**src/rtl/multicycle_ctrl_if.sv**
```systemverilog
// Control/status bundle between multicycle_ctrl (master) and the datapath (slave).
// The Illegal flag exists only when CTRL_ILLEGAL_TRAP_EN is defined.
interface multicycle_ctrl_if;
    logic [5:0] Instr_op;
    logic [5:0] Instr_func;
    logic       ALU_Zero;
    logic       Mem_Ready;
    logic       IR_LdEn;
    logic       PC_LdEn;
    logic       PC_sel;
    logic       RF_WrEn;
    logic       RF_WrData_sel;
    logic       RF_B_sel;
    logic [1:0] ImmExt;
    logic       ALU_Bin_Sel;
    logic [3:0] ALU_func;
    logic       Mem_Rd;
    logic       Mem_WrEn;
    logic       ByteOp;
    logic       Mem_Err;
    logic       Busy;
`ifdef CTRL_ILLEGAL_TRAP_EN
    logic       Illegal;
`endif

    modport master (
        input  Instr_op, Instr_func, ALU_Zero, Mem_Ready,
        output IR_LdEn, PC_LdEn, PC_sel, RF_WrEn, RF_WrData_sel, RF_B_sel,
        output ImmExt, ALU_Bin_Sel, ALU_func, Mem_Rd, Mem_WrEn, ByteOp,
        output Mem_Err, Busy
`ifdef CTRL_ILLEGAL_TRAP_EN
        , output Illegal
`endif
    );

    modport slave (
        output Instr_op, Instr_func, ALU_Zero, Mem_Ready,
        input  IR_LdEn, PC_LdEn, PC_sel, RF_WrEn, RF_WrData_sel, RF_B_sel,
        input  ImmExt, ALU_Bin_Sel, ALU_func, Mem_Rd, Mem_WrEn, ByteOp,
        input  Mem_Err, Busy
`ifdef CTRL_ILLEGAL_TRAP_EN
        , input Illegal
`endif
    );
endinterface

```
**src/rtl/multicycle_ctrl.sv**
```systemverilog
// Moore sequencer for the multicycle CPU datapath; CTRL_ILLEGAL_TRAP_EN turns illegal opcodes into a HALT trap.
// Latency: R/imm 4 cycles, branch 3, load/store 3 + memory cycles + 1.
// Backpressure: stalls in MEM_RD/MEM_WR until Mem_Ready, aborting after MEM_TIMEOUT cycles.
module multicycle_ctrl #(
    parameter int unsigned MEM_TIMEOUT = 15,
    parameter int unsigned TO_W        = 8
) (
    input  logic              Clk,
    input  logic              Reset,
    multicycle_ctrl_if.master ctrl
);
    localparam logic [3:0] ALU_ADD = 4'b0000;
    localparam logic [3:0] ALU_SUB = 4'b0001;
    localparam logic [3:0] ALU_AND = 4'b0010;
    localparam logic [3:0] ALU_OR  = 4'b0011;
    localparam logic [1:0] BK_B    = 2'd0;
    localparam logic [1:0] BK_BEQ  = 2'd1;
    localparam logic [1:0] BK_BNE  = 2'd2;
    localparam logic [TO_W-1:0] CNT_LAST = TO_W'(MEM_TIMEOUT - 1);

    typedef enum logic [3:0] {
        S_RST, S_FETCH, S_DECODE, S_EXEC_R, S_EXEC_I, S_WB_ALU,
        S_ADDR, S_MEM_RD, S_MEM_WR, S_WB_MEM, S_NEXT, S_BR
`ifdef CTRL_ILLEGAL_TRAP_EN
        , S_HALT
`endif
    } state_e;

    typedef enum logic [2:0] {C_R, C_IMM, C_LOAD, C_STORE, C_BR, C_ILL} cls_e;

    typedef struct packed {
        cls_e       cls;
        logic [3:0] alu_func;
        logic [1:0] imm_ext;
        logic       byte_op;
        logic [1:0] br_kind;
    } dec_t;

    typedef struct packed {
        logic       ir_ld;
        logic       pc_ld;
        logic       pc_sel;
        logic       rf_wr;
        logic       rf_wds;
        logic       rfb_sel;
        logic [1:0] imm_ext;
        logic       bin_sel;
        logic [3:0] alu_func;
        logic       mem_rd;
        logic       mem_wr;
        logic       byte_op;
        logic       busy;
    } ctl_t;

    function automatic dec_t decode(input logic [5:0] op, input logic [3:0] alu_r);
        dec_t d;
        d     = '0;
        d.cls = C_ILL;
        case (op)
            6'b100000: begin d.cls = C_R;   d.alu_func = alu_r; end
            6'b110000,
            6'b111000: d.cls = C_IMM;
            6'b110010: begin d.cls = C_IMM; d.alu_func = ALU_AND; d.imm_ext = 2'b01; end
            6'b110011: begin d.cls = C_IMM; d.alu_func = ALU_OR;  d.imm_ext = 2'b01; end
            6'b111001: begin d.cls = C_IMM; d.imm_ext = 2'b10; end
            6'b000011: begin d.cls = C_LOAD;  d.byte_op = 1'b1; end
            6'b001111: d.cls = C_LOAD;
            6'b000111: begin d.cls = C_STORE; d.byte_op = 1'b1; end
            6'b011111: d.cls = C_STORE;
            6'b010000: begin d.cls = C_BR; d.alu_func = ALU_SUB; d.imm_ext = 2'b11; d.br_kind = BK_BEQ; end
            6'b010001: begin d.cls = C_BR; d.alu_func = ALU_SUB; d.imm_ext = 2'b11; d.br_kind = BK_BNE; end
            6'b111111: begin d.cls = C_BR; d.alu_func = ALU_SUB; d.imm_ext = 2'b11; d.br_kind = BK_B;   end
            default: ;
        endcase
        return d;
    endfunction

    state_e          state_q, state_d;
    dec_t            dec_q, dec_d, dec_live;
    logic [TO_W-1:0] cnt_q, cnt_d;
    logic            err_q, err_d;
    ctl_t            ctl;
`ifdef CTRL_ILLEGAL_TRAP_EN
    logic            illegal;
`endif

    assign dec_live = decode(ctrl.Instr_op, ctrl.Instr_func[3:0]);

    always_ff @(posedge Clk) begin
        if (Reset) begin
            state_q <= S_RST;
            dec_q   <= '0;
            cnt_q   <= '0;
            err_q   <= 1'b0;
        end else begin
            state_q <= state_d;
            dec_q   <= dec_d;
            cnt_q   <= cnt_d;
            err_q   <= err_d;
        end
    end

    always_comb begin
        state_d  = state_q;
        dec_d    = dec_q;
        cnt_d    = cnt_q;
        err_d    = err_q;
        ctl      = '0;
        ctl.busy = 1'b1;
`ifdef CTRL_ILLEGAL_TRAP_EN
        illegal  = 1'b0;
`endif
        case (state_q)
            S_RST: begin
                ctl.busy = 1'b0;
                state_d  = S_FETCH;
            end
            S_FETCH: begin
                ctl.busy  = 1'b0;
                ctl.ir_ld = 1'b1;
                state_d   = S_DECODE;
            end
            S_DECODE: begin
                dec_d        = dec_live;
                ctl.alu_func = dec_live.alu_func;
                ctl.imm_ext  = dec_live.imm_ext;
                ctl.bin_sel  = dec_live.cls inside {C_IMM, C_LOAD, C_STORE};
                ctl.rfb_sel  = dec_live.cls inside {C_STORE, C_BR};
                case (dec_live.cls)
                    C_R:            state_d = S_EXEC_R;
                    C_IMM:          state_d = S_EXEC_I;
                    C_LOAD, C_STORE: state_d = S_ADDR;
                    C_BR:           state_d = S_BR;
                    default: begin
`ifdef CTRL_ILLEGAL_TRAP_EN
                        state_d = S_HALT;
`else
                        ctl.pc_ld = 1'b1;
                        state_d   = S_FETCH;
`endif
                    end
                endcase
            end
            S_EXEC_R: begin
                ctl.alu_func = dec_q.alu_func;
                state_d      = S_WB_ALU;
            end
            S_EXEC_I: begin
                ctl.alu_func = dec_q.alu_func;
                ctl.imm_ext  = dec_q.imm_ext;
                ctl.bin_sel  = 1'b1;
                state_d      = S_WB_ALU;
            end
            S_WB_ALU: begin
                ctl.rf_wr = 1'b1;
                ctl.pc_ld = 1'b1;
                state_d   = S_FETCH;
            end
            S_ADDR: begin
                ctl.alu_func = ALU_ADD;
                ctl.bin_sel  = 1'b1;
                state_d      = (dec_q.cls == C_LOAD) ? S_MEM_RD : S_MEM_WR;
            end
            S_MEM_RD, S_MEM_WR: begin
                ctl.mem_rd  = (state_q == S_MEM_RD);
                ctl.mem_wr  = (state_q == S_MEM_WR);
                ctl.byte_op = dec_q.byte_op;
                // Ready takes priority over a timeout landing in the same cycle.
                if (ctrl.Mem_Ready) begin
                    cnt_d   = '0;
                    state_d = (state_q == S_MEM_RD) ? S_WB_MEM : S_NEXT;
                end else if (cnt_q == CNT_LAST) begin
                    cnt_d   = '0;
                    err_d   = 1'b1;
                    state_d = S_NEXT;
                end else begin
                    cnt_d = cnt_q + TO_W'(1);
                end
            end
            S_WB_MEM: begin
                ctl.rf_wr  = 1'b1;
                ctl.rf_wds = 1'b1;
                ctl.pc_ld  = 1'b1;
                state_d    = S_FETCH;
            end
            S_NEXT: begin
                ctl.pc_ld = 1'b1;
                state_d   = S_FETCH;
            end
            S_BR: begin
                ctl.alu_func = ALU_SUB;
                ctl.rfb_sel  = 1'b1;
                ctl.imm_ext  = 2'b11;
                ctl.pc_ld    = 1'b1;
                case (dec_q.br_kind)
                    BK_B:    ctl.pc_sel = 1'b1;
                    BK_BEQ:  ctl.pc_sel = ctrl.ALU_Zero;
                    default: ctl.pc_sel = ~ctrl.ALU_Zero;
                endcase
                state_d = S_FETCH;
            end
`ifdef CTRL_ILLEGAL_TRAP_EN
            S_HALT: begin
                illegal = 1'b1;
            end
`endif
            default: state_d = S_RST;
        endcase
        // Reset kills the current cycle's enables so an aborted instruction never writes.
        if (Reset) begin
            ctl = '0;
`ifdef CTRL_ILLEGAL_TRAP_EN
            illegal = 1'b0;
`endif
        end
    end

    assign ctrl.IR_LdEn       = ctl.ir_ld;
    assign ctrl.PC_LdEn       = ctl.pc_ld;
    assign ctrl.PC_sel        = ctl.pc_sel;
    assign ctrl.RF_WrEn       = ctl.rf_wr;
    assign ctrl.RF_WrData_sel = ctl.rf_wds;
    assign ctrl.RF_B_sel      = ctl.rfb_sel;
    assign ctrl.ImmExt        = ctl.imm_ext;
    assign ctrl.ALU_Bin_Sel   = ctl.bin_sel;
    assign ctrl.ALU_func      = ctl.alu_func;
    assign ctrl.Mem_Rd        = ctl.mem_rd;
    assign ctrl.Mem_WrEn      = ctl.mem_wr;
    assign ctrl.ByteOp        = ctl.byte_op;
    assign ctrl.Busy          = ctl.busy;
    assign ctrl.Mem_Err       = err_q & ~Reset;
`ifdef CTRL_ILLEGAL_TRAP_EN
    assign ctrl.Illegal       = illegal;
`endif
endmodule

```
**src/flat_wrapper.sv**
```systemverilog
// flat-port wrapper written by rule: the top's interface ports become plain ports
module multicycle_ctrl_flat 
#(
    parameter int unsigned MEM_TIMEOUT = 15,
    parameter int unsigned TO_W        = 8
)
  (Clk, Reset, ctrl_Instr_op, ctrl_Instr_func, ctrl_ALU_Zero, ctrl_Mem_Ready, ctrl_IR_LdEn, ctrl_PC_LdEn, ctrl_PC_sel, ctrl_RF_WrEn, ctrl_RF_WrData_sel, ctrl_RF_B_sel, ctrl_ImmExt, ctrl_ALU_Bin_Sel, ctrl_ALU_func, ctrl_Mem_Rd, ctrl_Mem_WrEn, ctrl_ByteOp, ctrl_Mem_Err, ctrl_Busy);
  multicycle_ctrl_if ctrl_i ();
  input  logic Clk;
  input  logic Reset;
  input wire logic [$bits(ctrl_i.Instr_op)-1:0] ctrl_Instr_op;
  input wire logic [$bits(ctrl_i.Instr_func)-1:0] ctrl_Instr_func;
  input wire logic [$bits(ctrl_i.ALU_Zero)-1:0] ctrl_ALU_Zero;
  input wire logic [$bits(ctrl_i.Mem_Ready)-1:0] ctrl_Mem_Ready;
  output wire logic [$bits(ctrl_i.IR_LdEn)-1:0] ctrl_IR_LdEn;
  output wire logic [$bits(ctrl_i.PC_LdEn)-1:0] ctrl_PC_LdEn;
  output wire logic [$bits(ctrl_i.PC_sel)-1:0] ctrl_PC_sel;
  output wire logic [$bits(ctrl_i.RF_WrEn)-1:0] ctrl_RF_WrEn;
  output wire logic [$bits(ctrl_i.RF_WrData_sel)-1:0] ctrl_RF_WrData_sel;
  output wire logic [$bits(ctrl_i.RF_B_sel)-1:0] ctrl_RF_B_sel;
  output wire logic [$bits(ctrl_i.ImmExt)-1:0] ctrl_ImmExt;
  output wire logic [$bits(ctrl_i.ALU_Bin_Sel)-1:0] ctrl_ALU_Bin_Sel;
  output wire logic [$bits(ctrl_i.ALU_func)-1:0] ctrl_ALU_func;
  output wire logic [$bits(ctrl_i.Mem_Rd)-1:0] ctrl_Mem_Rd;
  output wire logic [$bits(ctrl_i.Mem_WrEn)-1:0] ctrl_Mem_WrEn;
  output wire logic [$bits(ctrl_i.ByteOp)-1:0] ctrl_ByteOp;
  output wire logic [$bits(ctrl_i.Mem_Err)-1:0] ctrl_Mem_Err;
  output wire logic [$bits(ctrl_i.Busy)-1:0] ctrl_Busy;
  assign ctrl_i.Instr_op = ctrl_Instr_op;
  assign ctrl_i.Instr_func = ctrl_Instr_func;
  assign ctrl_i.ALU_Zero = ctrl_ALU_Zero;
  assign ctrl_i.Mem_Ready = ctrl_Mem_Ready;
  assign ctrl_IR_LdEn = ctrl_i.IR_LdEn;
  assign ctrl_PC_LdEn = ctrl_i.PC_LdEn;
  assign ctrl_PC_sel = ctrl_i.PC_sel;
  assign ctrl_RF_WrEn = ctrl_i.RF_WrEn;
  assign ctrl_RF_WrData_sel = ctrl_i.RF_WrData_sel;
  assign ctrl_RF_B_sel = ctrl_i.RF_B_sel;
  assign ctrl_ImmExt = ctrl_i.ImmExt;
  assign ctrl_ALU_Bin_Sel = ctrl_i.ALU_Bin_Sel;
  assign ctrl_ALU_func = ctrl_i.ALU_func;
  assign ctrl_Mem_Rd = ctrl_i.Mem_Rd;
  assign ctrl_Mem_WrEn = ctrl_i.Mem_WrEn;
  assign ctrl_ByteOp = ctrl_i.ByteOp;
  assign ctrl_Mem_Err = ctrl_i.Mem_Err;
  assign ctrl_Busy = ctrl_i.Busy;
  multicycle_ctrl #(.MEM_TIMEOUT(MEM_TIMEOUT), .TO_W(TO_W)) u_core (.Clk(Clk), .Reset(Reset), .ctrl(ctrl_i));
endmodule
```
**config.mk**
```make
export PLATFORM = sky130hd
export DESIGN_NAME = multicycle_ctrl_flat
export DESIGN_NICKNAME = d
export VERILOG_FILES = /design/src/rtl/multicycle_ctrl_if.sv /design/src/rtl/multicycle_ctrl.sv /design/src/flat_wrapper.sv
export SDC_FILE = /design/constraint.sdc
export NUM_CORES = 1
export LEC_CHECK = 0
export ABC_AREA = 1
export BUFFER_PORTS_ARGS = -buffer_cell sky130_fd_sc_hd__buf_2
export CORE_UTILIZATION = 54
export DETAILED_ROUTE_END_ITERATION = 7
export PLACE_DENSITY = 0.79
export SYNTH_ARGS = -nofsm -noshare
export SYNTH_HDL_FRONTEND = slang
export SYNTH_SLANG_ARGS = --single-unit
```
**constraint.sdc**
```tcl
create_clock -name Clk -period 1.7 [get_ports Clk]
set_input_delay 0.17 -clock Clk [delete_from_list [all_inputs] [get_ports Clk]]
set_output_delay 0.17 -clock Clk [all_outputs]
set_load 0.01 [all_outputs]
```
==> summary.txt <==
Detailed routing
  – Via count: approximately 1900
  – DRT Pass-1 Iters: 6
  – Routed Antenna Nets: 0
  – Post-DR wirelength/cell: about 14 um
  – Post-route DRC: 4
  – Via density: around 5.5
  – 1st-iter DRT viols: 167
  – WL final: 4.774 mm

Floorplan
  – Num ports: 34
  – Die area: about 3200 um^2
  – Core box area: 2805 um^2
  – Initial Util: 58.16%
  – Row Count: 19
  – Die height: 56.97 um
  – Die Wd: around 57 um

Worst setup path
  – CP delay by family, top: flip-flops
  – Crit path largest cell delay: roughly 0.44 ns
  – Cell chain of the critical path: inv_4, nor2_4, nand2_2, nor2_4, inv_2, a2111oi_4, buf_2
  – CP required: 1.53 ns
  – WP buf/inv: 3
  – Critical path data arrival time: roughly 1.6 ns
  – Crit Path Max Fanout: 4
  – Setup CP Type: flop to output port
  – Critical path launch point type: flop
  – Most common cell on crit path: nor2_4
  – Crit. End Element: output port
  – Slowest-stage cell, CP: dfxtp_4

Global route
  – First-pass GRT wire length: between 7 and 8 mm
  – Overflow after GRT: 0
  – Vias in the first global route: 1668
  – Initial antenna violation count: 0
  – GRT Total Usage: between 20 and 30%
  – Largest net degree at the start of global routing: 25

Timing
  – Crit share post-route: 104.2%
  – Worst Skew: between 0.01 and 0.015 ns
  – RSZ-0062 raised after global routing: yes
  – Min Clock Period, post-route: approximately 1.8 ns
  – Setup TNS: -0.2034 ns
  – Final Worst Setup Slack: -0.07152 ns
  – Max Slew Vio Count: 0
  – Slew margin rel.: about two thirds
  – Maximum operating frequency: around 560 MHz
  – Hold Vio Cnt, Final: 0
  – Setup Viol. Count Final: 6
  – Slew @ Worst Pin: 0.4846 ns

Logic synthesis
  – Async SR Flop Fraction: 0%
  – Seq/Total Area, Yosys: a little under a third
  – Synthesis-stage register bit count: 25
  – Mapped Cells: 270
  – EDFF count, synth: 0
  – Synth unique cells: 28
  – Most used flip-flop cell after synthesis: dfxtp_1
  – Mapped Area: about 1600 um^2
  – Synth Warn #: 0
  – Syn nets: 288
  – Syn avg cell area: between 6 and 7 um^2

Final layout
  – Synthesis-to-finish area growth: 29.37%
  – Nets: 335
  – Most common cell after layout, fill and taps aside: nand2_1
  – Ant diodes: 0
  – Post-layout util: between 70% and 80%
  – Non-Filler Instances: 347
  – Layout cell share with drive strength beyond 1: 28.80%
  – Most frequent cells in the layout: 67 x nand2_1, 31 x a21oi_1, 31 x buf_2

Job
  – Max Cap Violations: 0

Clock network
  – H-tree levels: 1
  – Worst-Skew Late Latency: 0.33 ns
  – CTS tree: yes
  – Hold buffers post-CTS: 0
  – Clock Sinks: 25
  – CTS Buf Count: 3
  – CTS Buffer Depth: 2
  – Clk slew on worst S/H paths: roughly 0.15 ns
  – Root Buffer: clkbuf_4

Placed design
  – Placed insts: ~330
  – Dpl hpwl: 2.864 mm
  – GPL Wtd Cong: between 0.9 and 1
  – Port Buf Inserts: 31

Power and ir drop
  – Total Power: approximately 1.5 mW
  – PD cells: 732.9 nW/um^2
  – VDD IR max: about 0.00063 V
  – Pleak: roughly 1 nW

Status
  – Violated checks: DRC, setup timing
  – Status: complete, but fails checks

Min path
  – Hold crit path type: primary input to flop
[final cells by class]
cell class              count  area (um^2)
clock inverters             1        5.005
flip-flops and latches     25        515.5
clock buffers               3        22.52
repair inverters            1        3.754
repair buffers             48        286.5
inverters                  39        171.4
well taps                  31        38.79
fillers                   247        694.4
multi-input cells         199         1067
[routing by layer]
metal  part of all wire, %  GRT usage, %  vias up
met5                     0             0        -
met4                   1.7         6.969        0
met3                   4.3         4.989        9
met2                    50         48.07       54
met1                    44         35.04      862
li1                      -             -      974
[kinds of logic (layout without fill, tap and decap cells)]
kind of cell,after synthesis,in the layout,share of synthesized area [%]
AO/OA/AOI/OAI,50,50,16.49
adder cells (fa/ha/maj),2,2,1.533
buffers and inverters,46,92,11.27
flip-flops,25,25,30.67
AND/OR/NAND/NOR,147,147,40.03
[power by group]
part | leakage, nW | internal, mW | total, mW | switching, mW
clock | 0.0177 | 0.0883 | 0.277 | 0.188
sequential | 0.205 | 0.633 | 0.692 | 0.0596
combinational | 0.778 | 0.229 | 0.578 | 0.349
total | 1.00 | 0.950 | 1.55 | 0.597
[flip-flops by register name (all words and copies together) (netlist names)]
name / flops
u_core.dec_q: 12
u_core.cnt_q: 8
u_core.state_q: 4
u_core.err_q: 1
[cells in the mapped netlist, drive strengths merged, types with 2 or more instances]
cell     n  area share, %
a21oi   32            9.8
a31oi    2           0.77
buf      3            1.1
clkbuf   4           0.92
dfxtp   25             31
ha       2            1.5
inv     38            8.7
nand2   74             18
nand3   22            7.8
nand3b   2           0.92
nand4    9            3.5
nor2    36            8.7
nor3     2           0.61
o21ai   13            4.0
[what timing repair did]
item,in CTS,in global routing
gates resized for setup,27,25
pin swaps,8,14
setup buffers,7,6
cloned,1,0
endpoints found under the setup margin,11,12
[through the flow]
step	hold slack [ns]	setup WS (ns)	instance area [um^2]
4_1_cts	0.1700	-0.05900	1969
5_1_grt	0.1817	-0.1196	2111
6_report	0.1754	-0.07152	2111
3_3_place_gp	0.4488	0.1153	1823
3_5_place_dp	0.4475	0.1029	1823
2_1_floorplan	0.3681	0.3398	1632
[path summary, 6_finish.rpt]
kind	from	end	slack, ns	depth (start not counted)
worst max register to register	u_core.state_q[1]	u_core.state_q[3]	0	10
worst min-delay path	ctrl_Instr_op[0]	u_core.dec_q[0]	0.18	4
worst min register to register	u_core.dec_q[4]	u_core.dec_q[4]	0.48	2
worst max-delay path	u_core.state_q[3]	ctrl_PC_sel	-0.07	7
[worst min-delay path: cells and delay by family]
| family | cells | cell delay [ns] |
|---|---|---|
| compound gates | 1 | 0.06 |
| buf+inv | 1 | 0.10 |
| simple gates | 2 | 0.14 |
No activity file was read; power rests on OpenSTA's default activity.
